### config.mk
export PLATFORM = sky130hd
export DESIGN_NAME = fetch_prefetch_queue
export DESIGN_NICKNAME = d
export VERILOG_FILES = /design/src/rtl/fetch_pkg.sv /design/src/rtl/fetch_fifo.sv /design/src/rtl/fetch_prefetch_queue.sv
export SDC_FILE = /design/constraint.sdc
export NUM_CORES = 1
export LEC_CHECK = 0
export ABC_AREA = 1
export ABC_CLOCK_PERIOD_IN_PS = 3300
export BUFFER_PORTS_ARGS = -buffer_cell sky130_fd_sc_hd__buf_2
export CORE_ASPECT_RATIO = 2
export CORE_MARGIN = 4
export CORE_UTILIZATION = 30
export CTS_BUF_LIST = sky130_fd_sc_hd__clkbuf_4
export DETAILED_ROUTE_END_ITERATION = 8
export SLEW_MARGIN = 15
export SYNTH_ARGS = -nofsm -noshare
export SYNTH_HDL_FRONTEND = slang
export SYNTH_SLANG_ARGS = --single-unit
### constraint.sdc
create_clock -name clk -period 3.3 [get_ports clk]
set_input_delay 0.165 -clock clk [delete_from_list [all_inputs] [get_ports clk]]
set_output_delay 0.165 -clock clk [all_outputs]
set_load 0.01 [all_outputs]
### src/rtl/fetch_pkg.sv
// rtl/fetch_pkg.sv - shared constants for the fetch prefetch queue
package fetch_pkg;

  localparam int DEF_ADDR_W   = 16;
  localparam int DEF_INSTR_W  = 16;
  localparam int DEF_DEPTH    = 4;
  localparam int DEF_PC_STEP  = 2;
  localparam int DEF_RESET_PC = 0;

  localparam logic [1:0] ST_IDLE   = 2'd0;
  localparam logic [1:0] ST_WAIT   = 2'd1;
  localparam logic [1:0] ST_SQUASH = 2'd2;
  localparam logic [1:0] ST_ERR    = 2'd3;

  function automatic int entry_w(input int instr_w, input int addr_w);
    return instr_w + addr_w;
  endfunction

endpackage

### src/rtl/fetch_fifo.sv
// rtl/fetch_fifo.sv - DEPTH x WIDTH synchronous FIFO with flush
module fetch_fifo #(
  parameter int DEPTH = 4,
  parameter int WIDTH = 32,
  localparam int PTR_W = $clog2(DEPTH),
  localparam int CNT_W = PTR_W + 1
) (
  input  logic             clk,
  input  logic             rst_n,
  input  logic             flush,
  input  logic             push,
  input  logic [WIDTH-1:0] push_data,
  input  logic             pop,
  output logic [WIDTH-1:0] head_data,
  output logic [CNT_W-1:0] count,
  output logic             full,
  output logic             empty
);

  logic [WIDTH-1:0] mem [DEPTH];
  logic [PTR_W-1:0] wr_ptr;
  logic [PTR_W-1:0] rd_ptr;
  logic             do_push;
  logic             do_pop;

  assign full      = (count == CNT_W'(DEPTH));
  assign empty     = (count == '0);
  assign head_data = mem[rd_ptr];

  // Flush wins over both ports; a pop frees the slot a same-cycle push fills.
  always_comb begin
    do_pop  = pop && !empty && !flush;
    do_push = push && (!full || do_pop) && !flush;
  end

  always_ff @(posedge clk) begin
    if (do_push) mem[wr_ptr] <= push_data;
  end

  always_ff @(posedge clk) begin
    if (!rst_n || flush) begin
      wr_ptr <= '0;
      rd_ptr <= '0;
      count  <= '0;
    end else begin
      if (do_push) wr_ptr <= wr_ptr + PTR_W'(1);
      if (do_pop)  rd_ptr <= rd_ptr + PTR_W'(1);
      case ({do_push, do_pop})
        2'b10:   count <= count + CNT_W'(1);
        2'b01:   count <= count - CNT_W'(1);
        default: count <= count;
      endcase
    end
  end

endmodule

### src/rtl/fetch_prefetch_queue.sv
// rtl/fetch_prefetch_queue.sv - fetch FSM, PC register and prefetch FIFO
module fetch_prefetch_queue
  import fetch_pkg::*;
#(
  parameter int ADDR_W   = DEF_ADDR_W,
  parameter int INSTR_W  = DEF_INSTR_W,
  parameter int DEPTH    = DEF_DEPTH,
  parameter int PC_STEP  = DEF_PC_STEP,
  parameter int RESET_PC = DEF_RESET_PC
) (
  input  logic               clk,
  input  logic               rst_n,
  input  logic               redirect,
  input  logic [ADDR_W-1:0]  redirect_pc,
  input  logic               halt,
  input  logic               deq,
  output logic               out_valid,
  output logic [INSTR_W-1:0] out_instr,
  output logic [ADDR_W-1:0]  out_pc,
  output logic [ADDR_W-1:0]  out_pc_inc,
  output logic               mem_rd,
  output logic [ADDR_W-1:0]  mem_addr,
  input  logic               mem_stall,
  input  logic               mem_done,
  input  logic [INSTR_W-1:0] mem_data,
  input  logic               mem_err,
  output logic               err
);

  localparam int EW    = entry_w(INSTR_W, ADDR_W);
  localparam int CNT_W = $clog2(DEPTH) + 1;

  logic [1:0]        state;
  logic [ADDR_W-1:0] fetch_pc;
  logic [ADDR_W-1:0] addr_q;
  logic [EW-1:0]     head;
  logic [CNT_W-1:0]  count;
  logic              fifo_full;
  logic              fifo_empty;
  logic              issue;
  logic              flush;
  logic              push;

  // Issue only with a free slot already present, so the response can always be pushed.
  assign issue = rst_n && (state == ST_IDLE) && (count < CNT_W'(DEPTH))
                 && !halt && !redirect && !mem_stall;
  assign flush = redirect && (state != ST_ERR);
  assign push  = (state == ST_WAIT) && mem_done && !mem_err && !redirect && !fifo_full;

  assign mem_rd     = issue;
  assign mem_addr   = (state == ST_IDLE) ? fetch_pc : addr_q;
  assign err        = (state == ST_ERR);
  assign out_valid  = !fifo_empty;
  assign out_instr  = head[EW-1 -: INSTR_W];
  assign out_pc     = head[ADDR_W-1:0];
  assign out_pc_inc = out_pc + ADDR_W'(PC_STEP);

  fetch_fifo #(
    .DEPTH (DEPTH),
    .WIDTH (EW)
  ) u_fifo (
    .clk       (clk),
    .rst_n     (rst_n),
    .flush     (flush),
    .push      (push),
    .push_data ({mem_data, addr_q}),
    .pop       (deq),
    .head_data (head),
    .count     (count),
    .full      (fifo_full),
    .empty     (fifo_empty)
  );

  always_ff @(posedge clk) begin
    if (!rst_n) begin
      state    <= ST_IDLE;
      fetch_pc <= ADDR_W'(RESET_PC);
      addr_q   <= ADDR_W'(RESET_PC);
    end else begin
      case (state)
        ST_IDLE: begin
          if (redirect) begin
            fetch_pc <= redirect_pc;
          end else if (issue) begin
            addr_q <= fetch_pc;
            state  <= ST_WAIT;
          end
        end
        ST_WAIT: begin
          if (redirect) begin
            fetch_pc <= redirect_pc;
            state    <= mem_done ? ST_IDLE : ST_SQUASH;
          end else if (mem_done) begin
            if (mem_err) begin
              state <= ST_ERR;
            end else begin
              fetch_pc <= addr_q + ADDR_W'(PC_STEP);
              state    <= ST_IDLE;
            end
          end
        end
        // The squashed response may coincide with a further redirect; both are honoured.
        ST_SQUASH: begin
          if (redirect) fetch_pc <= redirect_pc;
          if (mem_done) state <= ST_IDLE;
        end
        ST_ERR:  state <= ST_ERR;
        default: state <= ST_IDLE;
      endcase
    end
  end

endmodule

==> qor.txt <==
Total grt overflow - 0
Mapped Nets - 843
CTS tree - yes
Library cell occupying the most area in the post-synthesis netlist - edfxtp_1
Clock latency at the later pin of the worst-skew pair - 560 ps
Number of buffers inserted by port buffering - 106
Largest fanout on the critical path - 24
Top cells by area, synth - edfxtp_1 (51%), dfxtp_1 (11%), nand2_1 (9.8%), o21ai_0 (5.7%), nor2_1 (4.3%)
Worst slack, placed - 817 ps
Slew at the pin closest to its max-slew limit - 1020 ps
Post-route DRC - 0
Parity-gate share of the synthesized area counting xor and xnor cells - 0.00925
Initial antenna violation count - 1
Number of design-rule violations left by the first detailed-router iteration - 278
Compound-gate portion of the synthesized area - 0.108
Chip width - 120 microns
Number of max-slew violations in the final report - 0
Setup TNS - 0 ps
Total wirelength of the detailed-routed design - 20.0 mm
Final weighted congestion of routability-driven global placement - 0.864
Post-synth top area share - 0.508
Ratio of cells with drive above 1 in the final layout - 0.181
Number of maximum-capacitance constraint violations - 0
Overall power of the completed layout - 3.91 mW
Fin area - 0.00916 sq mm
Via count - 5998
Largest net degree at the start of global routing - 65
Smallest setup slack after layout - 384 ps
RR Startpoint - state[0]
Vias per cell - 4.67
Most frequent cells in the layout - nand2_1 (198), edfxtp_1 (128), buf_2 (106)
Kind of critical path - flop to output port
Routed wire per std cell - 15.6 microns
Post-route antenna net violation count - 0
Critical Path RT - 3130 ps
Post-layout min period - 2920 ps
Share of synthesized area occupied by flip-flops and latches - 0.621
Max transition margin - 0.320
Number of storage elements in the synthesis netlist - 171
CTS Sinks - 171
Clock-pin transition on the worst setup and hold timing paths - 180 ps
Clock Skews - 33.5 ps
Area share of fa/ha/maj cells after synthesis - 0.0142
Power density over the cells - 427 mW/mm^2
Number of failing setup endpoints in the final timing report - 0
Syn-to-layout area delta - 20.9%
Global-route usage over all layers - 0.144
Row cnt - 82
Clk root buf - clkbuf_4
TritonCTS Buffers - 17
Max H-tree Level - 4
Effective utilization at floorplan - 0.304
Ys Warns - 0
Origin of the worst min-delay path - mem_done
Number of buffers inserted by post-CTS setup repair - 0
Result of the run - complete, no violations
R2R depth - 5
Final hold violations - 0
Router iterations before antenna repair - 5
Count of unique library cells instantiated by Yosys - 29
Hold slack - 48.3 ps
First-pass GRT wire length - 31.2 mm
Endpoint type of the worst setup path - output port
Worst-case hold path end point - state[1]
Area of the die - 0.0280 sq mm
CP Launch Type - flop
Number of nets at the end of the flow - 981
Top Ports - 107
Achievable clock frequency - 343 MHz
Combined area of all synthesized cells - 0.00757 sq mm
Worst Path Arrival - 2750 ps
Reg-to-reg slack, setup - 850 ps
Worst ir drop on vdd - 207 uV
Share of the cycle needed by the critical path after routing - 0.884
Post-Synthesis Cells - 795
HP Class - input pin to flop
Count of cells along the worst hold path - 6
Share of cell area taken by muxes after synthesis - 0
Most common library cell in the layout ignoring fill and taps - nand2_1
Reg2Reg Capture Point - u_fifo.mem[3][1]
Unrepaired setup endpoints after global routing - false
Basic-gate share of the synthesized area counting and, or, nand and nor cells - 0.194
Dominant combinational cell family by area after synthesis - simple AND/OR/NAND/NOR gates
Die height - 233 microns
Area inside the core boundary - 0.0249 sq mm
Leakage power of the design - 3.52 nW
Detailed-placement wirelength estimate - 14.1 mm
Post-detailed-placement cell area - 0.00847 sq mm
Avg Cell Area, Syn - 9.53 sq um
Number of buffers between clock root and the deepest sink - 2
Via count of the first global-routing pass - 5909
==> worst max-delay path by stage <==
stage,from,endpoint,slack [ps],cells after the start
floorplan,state[0],u_fifo.mem[0][0],540,5
global placement,flop,out_pc_inc[9],850,11
detailed placement,flop,out_pc_inc[9],820,11
CTS,flop,out_pc_inc[9],160,11
global route,flop,out_pc_inc[10],70,12
finish,flop,out_pc_inc[9],380,11
==> where the power goes <==
part / switching [mW] / internal, mW / leakage (nW) / total, mW
Combinational: 0.122 / 0.0945 / 1.81 / 0.216
Sequential: 0.0274 / 2.33 / 1.52 / 2.35
Clock: 0.830 / 0.512 / 0.180 / 1.34
Total: 0.979 / 2.93 / 3.52 / 3.91
==> Yosys cell counts, drive strengths merged <==
master,n
nand2,203
edfxtp,128
nor2,92
o21ai,87
nand3,57
inv,55
a21oi,47
dfxtp,43
buf,19
o22ai,17
clkbuf,16
ha,7
xor2,7
nand4,5
a31oi,3
nor3,3
o211ai,2
a32oi,1
fa,1
or2,1
xnor2,1
==> registers in the layout, indices dropped and copies added, names as in the netlist, named ones only <==
name,flops
addr_q,16
fetch_pc,16
state,2
u_fifo.count,3
u_fifo.mem,128
u_fifo.rd_ptr,2
u_fifo.wr_ptr,2
==> cell families (layout without fill, tap and decap cells) <==
group,after synthesis,count (layout)
adders and majority gates,8,8
xor gates and xnor gates,8,8
and+or+nand+nor,361,361
other,0,1
AOI/OAI and AO/OA,157,157
buffers and inverters,90,241
DFF,171,171
==> per-layer routing <==
metal,global-route usage,wire length [microns],up-vias
li1,-,-,2988
met1,0.149,7440,2850
met2,0.285,11500,137
met3,0.0234,638,23
met4,0.0525,400,0
met5,0,0,-
==> area by class of cell <==
| cell class | count | area [sq um] |
|---|---|---|
| tap | 336 | 420 |
| clock inverter | 15 | 218 |
| clock buffer | 17 | 128 |
| fill | 2541 | 15800 |
| inverter | 55 | 206 |
| multi-input combinational | 534 | 2500 |
| sequential | 171 | 4710 |
| antenna | 1 | 2.50 |
| timing repair buffer | 154 | 980 |
==> worst max-delay path, cell delays in order (launching register included) <==
cell     delay, ps
dfxtp_2        360
inv_2          320
buf_4          340
nand2_1         80
nand3_1         80
nand2_1        180
inv_1          130
nand2_1         70
nor2_2         230
nand2_1        110
xor2_1         150
buf_2          140
==> through the flow <==
stage	util	instances
6_report	0.367	1283
5_1_grt	0.367	1283
4_1_cts	0.367	1282
3_5_place_dp	0.340	1216
3_3_place_gp	0.340	1216
2_1_floorplan	-	795
==> what timing repair did <==
| action | CTS | global route |
|---|---|---|
| hold endpoints to repair | 83 | 0 |
| setup endpoints to repair | 0 | 3 |
| hold buffers | 34 | 0 |
| gates resized for setup | 0 | 1 |
No activity file was read; power rests on OpenSTA's default activity.
